<file path="src/rtl/bit_cnt_pkg.sv">
// Shared types and widths for the bit-count dispatcher: FSM encoding and datapath widths.
package bit_cnt_pkg;

   localparam int DATA_W  = 8;
   localparam int CNT_W   = 4;
   localparam int TOTAL_W = 16;

   typedef enum logic [1:0] {
      IDLE      = 2'd0,
      WAIT_BUSY = 2'd1,
      WAIT_DONE = 2'd2,
      OUTPUT    = 2'd3
   } state_t;

endpackage

</file>
<file path="src/rtl/bit_cnt_fifo.sv">
// Small synchronous FIFO with a combinational head; push/pop are ignored when full/empty.
module bit_cnt_fifo #(
   parameter int DEPTH = 4,
   parameter int WIDTH = 8
) (
   input  logic             iclk,
   input  logic             irstn,
   input  logic             i_push,
   input  logic [WIDTH-1:0] i_data,
   input  logic             i_pop,
   output logic [WIDTH-1:0] o_head,
   output logic             o_empty,
   output logic             o_full
);

   localparam int AW = $clog2(DEPTH);

   logic [WIDTH-1:0] mem [DEPTH];
   logic [AW-1:0]    wr_ptr;
   logic [AW-1:0]    rd_ptr;
   logic [AW:0]      count;
   logic             push_ok;
   logic             pop_ok;

   assign o_empty = (count == '0);
   assign o_full  = (count == (AW+1)'(DEPTH));
   assign push_ok = i_push & ~o_full;
   assign pop_ok  = i_pop & ~o_empty;
   assign o_head  = mem[rd_ptr];

   // Power-of-two depth lets the pointers wrap by natural overflow.
   always_ff @(posedge iclk or negedge irstn) begin
      if (!irstn) begin
         wr_ptr <= '0;
         rd_ptr <= '0;
         count  <= '0;
      end else begin
         if (push_ok) wr_ptr <= wr_ptr + 1'b1;
         if (pop_ok)  rd_ptr <= rd_ptr + 1'b1;
         case ({push_ok, pop_ok})
            2'b10:   count <= count + 1'b1;
            2'b01:   count <= count - 1'b1;
            default: count <= count;
         endcase
      end
   end

   always_ff @(posedge iclk) begin
      if (push_ok) mem[wr_ptr] <= i_data;
   end

endmodule

</file>
<file path="src/rtl/bit_cnt_dispatcher.sv">
// Feeds queued bytes one at a time to an external ones-counter and forwards each result
// downstream, accumulating a running total and flagging counter timeouts.
module bit_cnt_dispatcher
   import bit_cnt_pkg::*;
#(
   parameter int FIFO_DEPTH = 4,
   parameter int BUSY_TMO   = 4,
   parameter int DONE_TMO   = 16
) (
   input  logic               iclk,
   input  logic               irstn,
   input  logic               i_in_valid,
   input  logic [DATA_W-1:0]  i_in_data,
   output logic               o_in_ready,
   output logic               o_cnt_load,
   output logic [DATA_W-1:0]  o_cnt_data,
   input  logic               i_cnt_ready,
   input  logic [CNT_W-1:0]   i_cnt_value,
   output logic               o_res_valid,
   output logic [DATA_W-1:0]  o_res_data,
   output logic [CNT_W-1:0]   o_res_cnt,
   input  logic               i_res_ready,
   output logic [TOTAL_W-1:0] o_total,
   output logic               o_err
);

   localparam int TMO_MAX = (BUSY_TMO > DONE_TMO) ? BUSY_TMO : DONE_TMO;
   localparam int TMO_W   = $clog2(TMO_MAX + 1);

   state_t            state;
   logic [TMO_W-1:0]  tmo;
   logic [DATA_W-1:0] fifo_head;
   logic              fifo_empty;
   logic              fifo_full;
   logic              fifo_pop;

   assign o_in_ready = ~fifo_full;
   assign fifo_pop   = (state == IDLE) && !fifo_empty && i_cnt_ready;

   bit_cnt_fifo #(
      .DEPTH (FIFO_DEPTH),
      .WIDTH (DATA_W)
   ) u_fifo (
      .iclk    (iclk),
      .irstn   (irstn),
      .i_push  (i_in_valid & o_in_ready),
      .i_data  (i_in_data),
      .i_pop   (fifo_pop),
      .o_head  (fifo_head),
      .o_empty (fifo_empty),
      .o_full  (fifo_full)
   );

   always_ff @(posedge iclk or negedge irstn) begin
      if (!irstn) begin
         state       <= IDLE;
         tmo         <= '0;
         o_cnt_load  <= 1'b0;
         o_cnt_data  <= '0;
         o_res_valid <= 1'b0;
         o_res_data  <= '0;
         o_res_cnt   <= '0;
         o_total     <= '0;
         o_err       <= 1'b0;
      end else begin
         o_cnt_load <= 1'b0;
         case (state)
            IDLE: begin
               if (fifo_pop) begin
                  o_cnt_load <= 1'b1;
                  o_cnt_data <= fifo_head;
                  o_res_data <= fifo_head;
                  tmo        <= '0;
                  state      <= WAIT_BUSY;
               end
            end
            WAIT_BUSY: begin
               if (!i_cnt_ready) begin
                  tmo   <= '0;
                  state <= WAIT_DONE;
               end else if (tmo == TMO_W'(BUSY_TMO - 1)) begin
                  o_err <= 1'b1;
                  state <= IDLE;
               end else begin
                  tmo <= tmo + 1'b1;
               end
            end
            WAIT_DONE: begin
               // i_cnt_value is only meaningful on the first ready cycle, so capture it here.
               if (i_cnt_ready) begin
                  o_res_cnt   <= i_cnt_value;
                  o_res_valid <= 1'b1;
                  state       <= OUTPUT;
               end else if (tmo == TMO_W'(DONE_TMO - 1)) begin
                  o_err <= 1'b1;
                  state <= IDLE;
               end else begin
                  tmo <= tmo + 1'b1;
               end
            end
            OUTPUT: begin
               if (i_res_ready) begin
                  o_res_valid <= 1'b0;
                  o_total     <= o_total + TOTAL_W'(o_res_cnt);
                  state       <= IDLE;
               end
            end
            default: state <= IDLE;
         endcase
      end
   end

endmodule

</file>
<file path="config.mk">
export PLATFORM = sky130hd
export DESIGN_NAME = bit_cnt_dispatcher
export DESIGN_NICKNAME = d
export VERILOG_FILES = /design/src/rtl/bit_cnt_pkg.sv /design/src/rtl/bit_cnt_fifo.sv /design/src/rtl/bit_cnt_dispatcher.sv
export SDC_FILE = /design/constraint.sdc
export NUM_CORES = 1
export LEC_CHECK = 0
export ABC_AREA = 1
export BUFFER_PORTS_ARGS = -buffer_cell sky130_fd_sc_hd__buf_4
export CORE_AREA = 10 10 99 101
export CTS_CLUSTER_DIAMETER = 60
export DETAILED_ROUTE_END_ITERATION = 10
export DIE_AREA = 0 0 109 111
export PLACE_DENSITY = 0.7
export SKIP_CTS_REPAIR_TIMING = 1
export SLEW_MARGIN = 40
export SYNTH_ARGS = -nofsm -noshare
export SYNTH_HDL_FRONTEND = slang
export SYNTH_SLANG_ARGS = --single-unit
</file>
<file path="constraint.sdc">
create_clock -name iclk -period 2.2 [get_ports iclk]
set_input_delay 0.22 -clock iclk [delete_from_list [all_inputs] [get_ports iclk]]
set_output_delay 0.22 -clock iclk [all_outputs]
set_load 0.05 [all_outputs]
</file>
==> results of run 1 <==
-- layout by cell type, fill, tap and decap left out, types with 8 or more instances in the layout --
cell type    n
nand2_1    121
buf_4       63
dfrtp_1     45
nor2_1      43
inv_1       38
edfxtp_1    32
o21ai_0     26
nand3_1     17
ha_1        16
o21ai_1     13
clkbuf_8    11
nand4_1      8
-- synth_stat cells (all sizes together) --
library cell	instances	area (um2)
a21oi	5	25.0
buf	16	121
clkinv	2	12.5
dfrtp	45	1130
edfxtp	32	961
fa	2	40.0
ha	16	200
inv	46	175
nand2	127	497
nand3	22	138
nand3b	1	7.51
nand4	9	62.6
nor2	46	180
nor3	3	26.3
o211ai	1	7.51
o21ai	39	195
xnor2	5	43.8
xor2	4	35.0
-- through the flow --
| step | utilization (%) | area [um2] | hold WS (ns) |
|---|---|---|---|
| 4_1_cts | 56.8 | 4530 | -0.129 |
| 5_1_grt | 56.9 | 4540 | 0.0471 |
| 3_5_place_dp | 54.5 | 4340 | 0.264 |
| 6_report | 56.9 | 4540 | 0.0668 |
| 3_3_place_gp | 54.5 | 4340 | 0.260 |
| 2_1_floorplan | - | 3860 | -0.0756 |
-- worst max-delay path: cells and delay by family, from the launching register on --
| kind | cells | cell delay, ns |
|---|---|---|
| xor gates and xnor gates | 1 | 0.15 |
| AOI/OAI and AO/OA | 2 | 0.27 |
| DFF | 1 | 0.43 |
| buffers and inverters | 3 | 0.24 |
| and+or+nand+nor | 1 | 0.12 |
| adders and majority gates | 3 | 0.69 |
-- layout make-up --
class | instances | area, um2
Timing Repair Buffer | 64 | 483
Clock inverter | 4 | 30.0
Tap cell | 105 | 131
Sequential cell | 77 | 2090
Multi-Input combinational cell | 280 | 1460
Inverter | 48 | 188
Clock buffer | 12 | 155
Fill cell | 709 | 3430
-- final timing paths --
| path | to | slack [ns] | cells past startpoint | start |
|---|---|---|---|---|
| setup / recovery | u_fifo.count[2] | 0.20 | 10 | state[0] |
| hold / removal | u_fifo.mem[2][3] | 0.07 | 1 | i_in_data[3] |
| setup reg to reg | u_fifo.count[2] | 0.20 | 10 | state[0] |
| hold reg to reg | o_err | 0.48 | 2 | o_err |
| max in group asynchronous | o_total[0] | 1.38 | 2 | irstn |
| min in group asynchronous | o_res_data[5] | 0.41 | 2 | irstn |
-- per-layer routing --
layer  up-vias  routed length, um  GRT usage [%]
met2        57               3590           20.5
met1      1321               3460           16.9
met4         0                129           5.63
met5         -                  0              0
li1       1470                  -              -
met3        10                493           3.60
-- power by group --
group / switching (W) / total [W] / internal [W] / leakage, nW
clock network: 0.000521 / 0.000997 / 0.000476 / 0.0896
registers: 0.000339 / 0.00223 / 0.00189 / 0.851
logic: 0.00191 / 0.00281 / 0.000895 / 1.23
-- sequential cells by signal, indices dropped and copies added (netlist names) --
name / flops
u_fifo.wr_ptr: 2
o_res_cnt: 4
o_cnt_load: 1
o_res_valid: 1
u_fifo.count: 3
state: 2
o_err: 1
o_res_data: 8
u_fifo.rd_ptr: 2
u_fifo.mem: 32
o_total: 16
tmo: 5
-- kinds of logic (layout without fill, tap and decap cells) --
kind of cell    count (synthesis)  after routing  synth area share [%]
simple gates                  208            208                  23.6
buf+inv                        64            128                  8.02
fa+ha+maj                      18             18                  6.23
flops                          77             77                  54.2
xor+xnor                        9              9                  2.05
compound gates                 45             45                  5.91
==> impl_metrics.ini, run 1 <==
[die]
core_area_mm2 = 0.00797
dieArea_mm2 = 0.0121
start_util_pct = 48.4
fp-row-count = 33
fp.dieW_um = 109
fp.dieH_um = 111
ios = 57

[place]
place_ws_ns = 0.160
dp_hpwl_um = 5590
placedCellCount = 573
port-buffer-count = 56
gp_congestion = 0.821

[timing]
final-max-slew-violation-count = 0
clock.fmax_mhz = 500
setup_viol = 0
rsz0062_at_grt = no
fin_crit_sh_pct = 90.9
worstMarginPinSlew_ns = 0.595
final-hold-violation-count = 0
slew_headroom_pct = 60.4
fin_crit_ns = 2.00
clock_skew_ns = 0.00977
tns_ns = 0
timing.final.ws_setup_ns = 0.201

[global_routing]
grt_max_degree = 46
grt_overflow = 0
grt_pass1_vias = 2672
grt_pass1_wl_um = 12900
grt_usage_pct = 13.3
antenna_found_initial = 0

[critical_path]
crit_chain = inv_2 -> ha_1 -> nand3_1 -> inv_2 -> ha_1 -> inv_1 -> fa_1 -> a21oi_1 -> o21ai_0 -> xor2_1
cp.required_ns = 2.43
start_kind = flip-flop
arrival_ns = 2.23
cpPeakStageDelay_ns = 0.43
cp_max_fo = 4
crit_type = flip-flop to flip-flop
endpoint_kind = flip-flop
worst_path_max_delay_cell = dfrtp_1

[flow_run]
max_cap_violations = 0

[power]
p_per_area_mw_per_mm2 = 1330
fin_total_pwr_w = 0.00603
ir_worst_vdd_mv = 0.864
leakage_nw = 2.17

[route]
wire_per_inst_um = 13.0
viasPerCell = 4.84
drt_iter0_drc = 120
drc = 0
via_count = 2858
antenna_left = 0
routed_wl_um = 7680
firstDrtPassIters = 4

[yosys]
ys_types = 32
synth_area_mm2 = 0.00385
syn_area_per_cell_um2 = 9.15
synth_warnings = 0
synth-seq-cells = 77
syn_nets = 456
synth_cells = 421
ys_seq_area_share_pct = 54.2

[clock_tree]
cts_buffers = 9
cts.sinks = 77
htreeDepth = 3
clkTransAtPathRegs_ns = 0.08
clk_latency_ns = 0.36
cts_root_buf = clkbuf_8
cts_tree = built
clk_path_buf_depth = 2

[outcome]
status = finished clean

[layout]
layout.nets = 515
antenna_cells = 0
drive_gt1_share_pct = 21.2
final_cells = 590
area_growth_pct = 17.7

[hold_path]
worst_hold_path_type = input port to flip-flop
No activity file was read; power rests on OpenSTA's default activity.
==> run 2: changes to the inputs <==
==> constraint.sdc (replaced) <==
create_clock -name iclk -period 2.1 [get_ports iclk]
set_input_delay 0.21 -clock iclk [delete_from_list [all_inputs] [get_ports iclk]]
set_output_delay 0.21 -clock iclk [all_outputs]
set_load 0.05 [all_outputs]
==> impl_metrics.ini, run 2 (same netlist as run 1, synthesis figures left out) <==
[clock_tree]
clkTransAtPathRegs_ns = 0.08
clk_latency_ns = 0.35
cts.sinks = 77
clk_path_buf_depth = 2
htreeDepth = 3
cts_root_buf = clkbuf_8
cts_tree = built
cts_buffers = 9

[global_routing]
grt_usage_pct = 13.0
grt_pass1_wl_um = 12700
grt_overflow = 0
antenna_found_initial = 0
grt_max_degree = 46
grt_pass1_vias = 2693

[layout]
largest_reg_flops = 32
largest_register = u_fifo.mem
final_util_pct = 57.2
antenna_cells = 0
mostFrequentLayoutCell = nand2_1
layout.nets = 515
reg_top3 = u_fifo.mem x32, o_total x16, o_res_data x8
area_growth_pct = 18.2
drive_gt1_share_pct = 21.6
final_cell_mix = nand2_1 (120), buf_4 (63), dfrtp_1 (45), nor2_1 (43), inv_1 (38)

[die]
core_area_mm2 = 0.00797
ios = 57
start_util_pct = 48.4
fp-row-count = 33
dieArea_mm2 = 0.0121
fp.dieH_um = 111
fp.dieW_um = 109

[route]
drt_iter0_drc = 109
routed_wl_um = 7760
viasPerCell = 4.88
firstDrtPassIters = 4
antenna_left = 0
wire_per_inst_um = 13.2
via_count = 2877
drc = 0

[critical_path]
crit_type = flip-flop to flip-flop
cp_max_fo = 4
reg2reg_slack_ns = 0.11
cp_top_family = adder cells
crit_chain = inv_2 -> ha_1 -> nand3_1 -> inv_2 -> ha_1 -> inv_1 -> fa_1 -> a21oi_1 -> o21ai_0 -> xor2_1
arrival_ns = 2.21
path_buf_inv = 3
worst_path_max_delay_cell = dfrtp_1
endpoint_kind = flip-flop
cp.required_ns = 2.32
start_kind = flip-flop
reg2reg_from = state[1]
reg2reg_to = u_fifo.count[2]
worst-r2r-cell-count = 10
cpPeakStageDelay_ns = 0.42

[timing]
fin_crit_ns = 1.99
final-hold-violation-count = 0
tns_ns = 0
worstMarginPinSlew_ns = 0.598
fin_crit_sh_pct = 94.6
final-max-slew-violation-count = 0
clock_skew_ns = 0.0109
clock.fmax_mhz = 504
timing.hold.ws_ns = 0.0558
setup_viol = 0
timing.final.ws_setup_ns = 0.114
slew_headroom_pct = 60.1

[power]
fin_total_pwr_w = 0.00642
ir_worst_vdd_mv = 0.679
leakage_nw = 2.18
p_per_area_mw_per_mm2 = 1410

[hold_path]
worst_hold_path_type = input port to flip-flop
min-delay-start = i_cnt_value[2]
whs_path_depth = 3
worstHoldEndpoint = o_res_cnt[2]

[place]
gp_congestion = 0.842
dp_hpwl_um = 5640
place_ws_ns = 0.0912
port-buffer-count = 56

[flow_run]
max_cap_violations = 0

[outcome]
status = finished clean
run 2: area by class of cell:
type	instances	area, um2
timing repair buffer	64	483
clock buffer	10	138
fill	720	3410
sequential	77	2090
multi-input combinational	280	1470
tap	105	131
clock inverter	6	62.6
inverter	48	188
run 2: where the power goes:
part | switching [W] | internal (W) | total (W)
Clock | 0.000538 | 0.000579 | 0.00112
Sequential | 0.000346 | 0.00198 | 0.00232
Combinational | 0.00203 | 0.000946 | 0.00298
run 2: metal layers:
layer	wire, um	vias to the layer above	global-route usage [%]
li1	-	1467	-
met1	3560	1354	16.8
met2	3650	48	20.3
met3	467	8	4.30
met4	82	0	3.43
met5	0	-	0
run 2: worst max-delay path by stage:
stage	from	endpoint	slack (ns)	depth (start not counted)
final	state[1]	u_fifo.count[2]	0.11	10
after global routing	state[1]	u_fifo.count[2]	-0.008	10
after CTS	state[0]	u_fifo.count[2]	0.09	10
after detailed placement	state[0]	u_fifo.count[2]	0.09	10
after global placement	state[0]	u_fifo.count[2]	0.18	10
after floorplan	u_fifo.count[1]	u_fifo.count[2]	0.05	9
run 2: through the flow:
stage          cells  cell area (um2)
6_report         590             4550
5_1_grt          590             4550
4_1_cts          588             4540
3_5_place_dp     572             4340
3_3_place_gp     572             4340
2_1_floorplan    421             3860
run 2: worst reg2reg max path, stage by stage, from the launching register on:
cell and delay, ns:
dfrtp_1 0.42, inv_2 0.09, ha_1 0.16, nand3_1 0.12, inv_2 0.08, ha_1 0.15
inv_1 0.07, fa_1 0.37, a21oi_1 0.14, o21ai_0 0.12, xor2_1 0.16
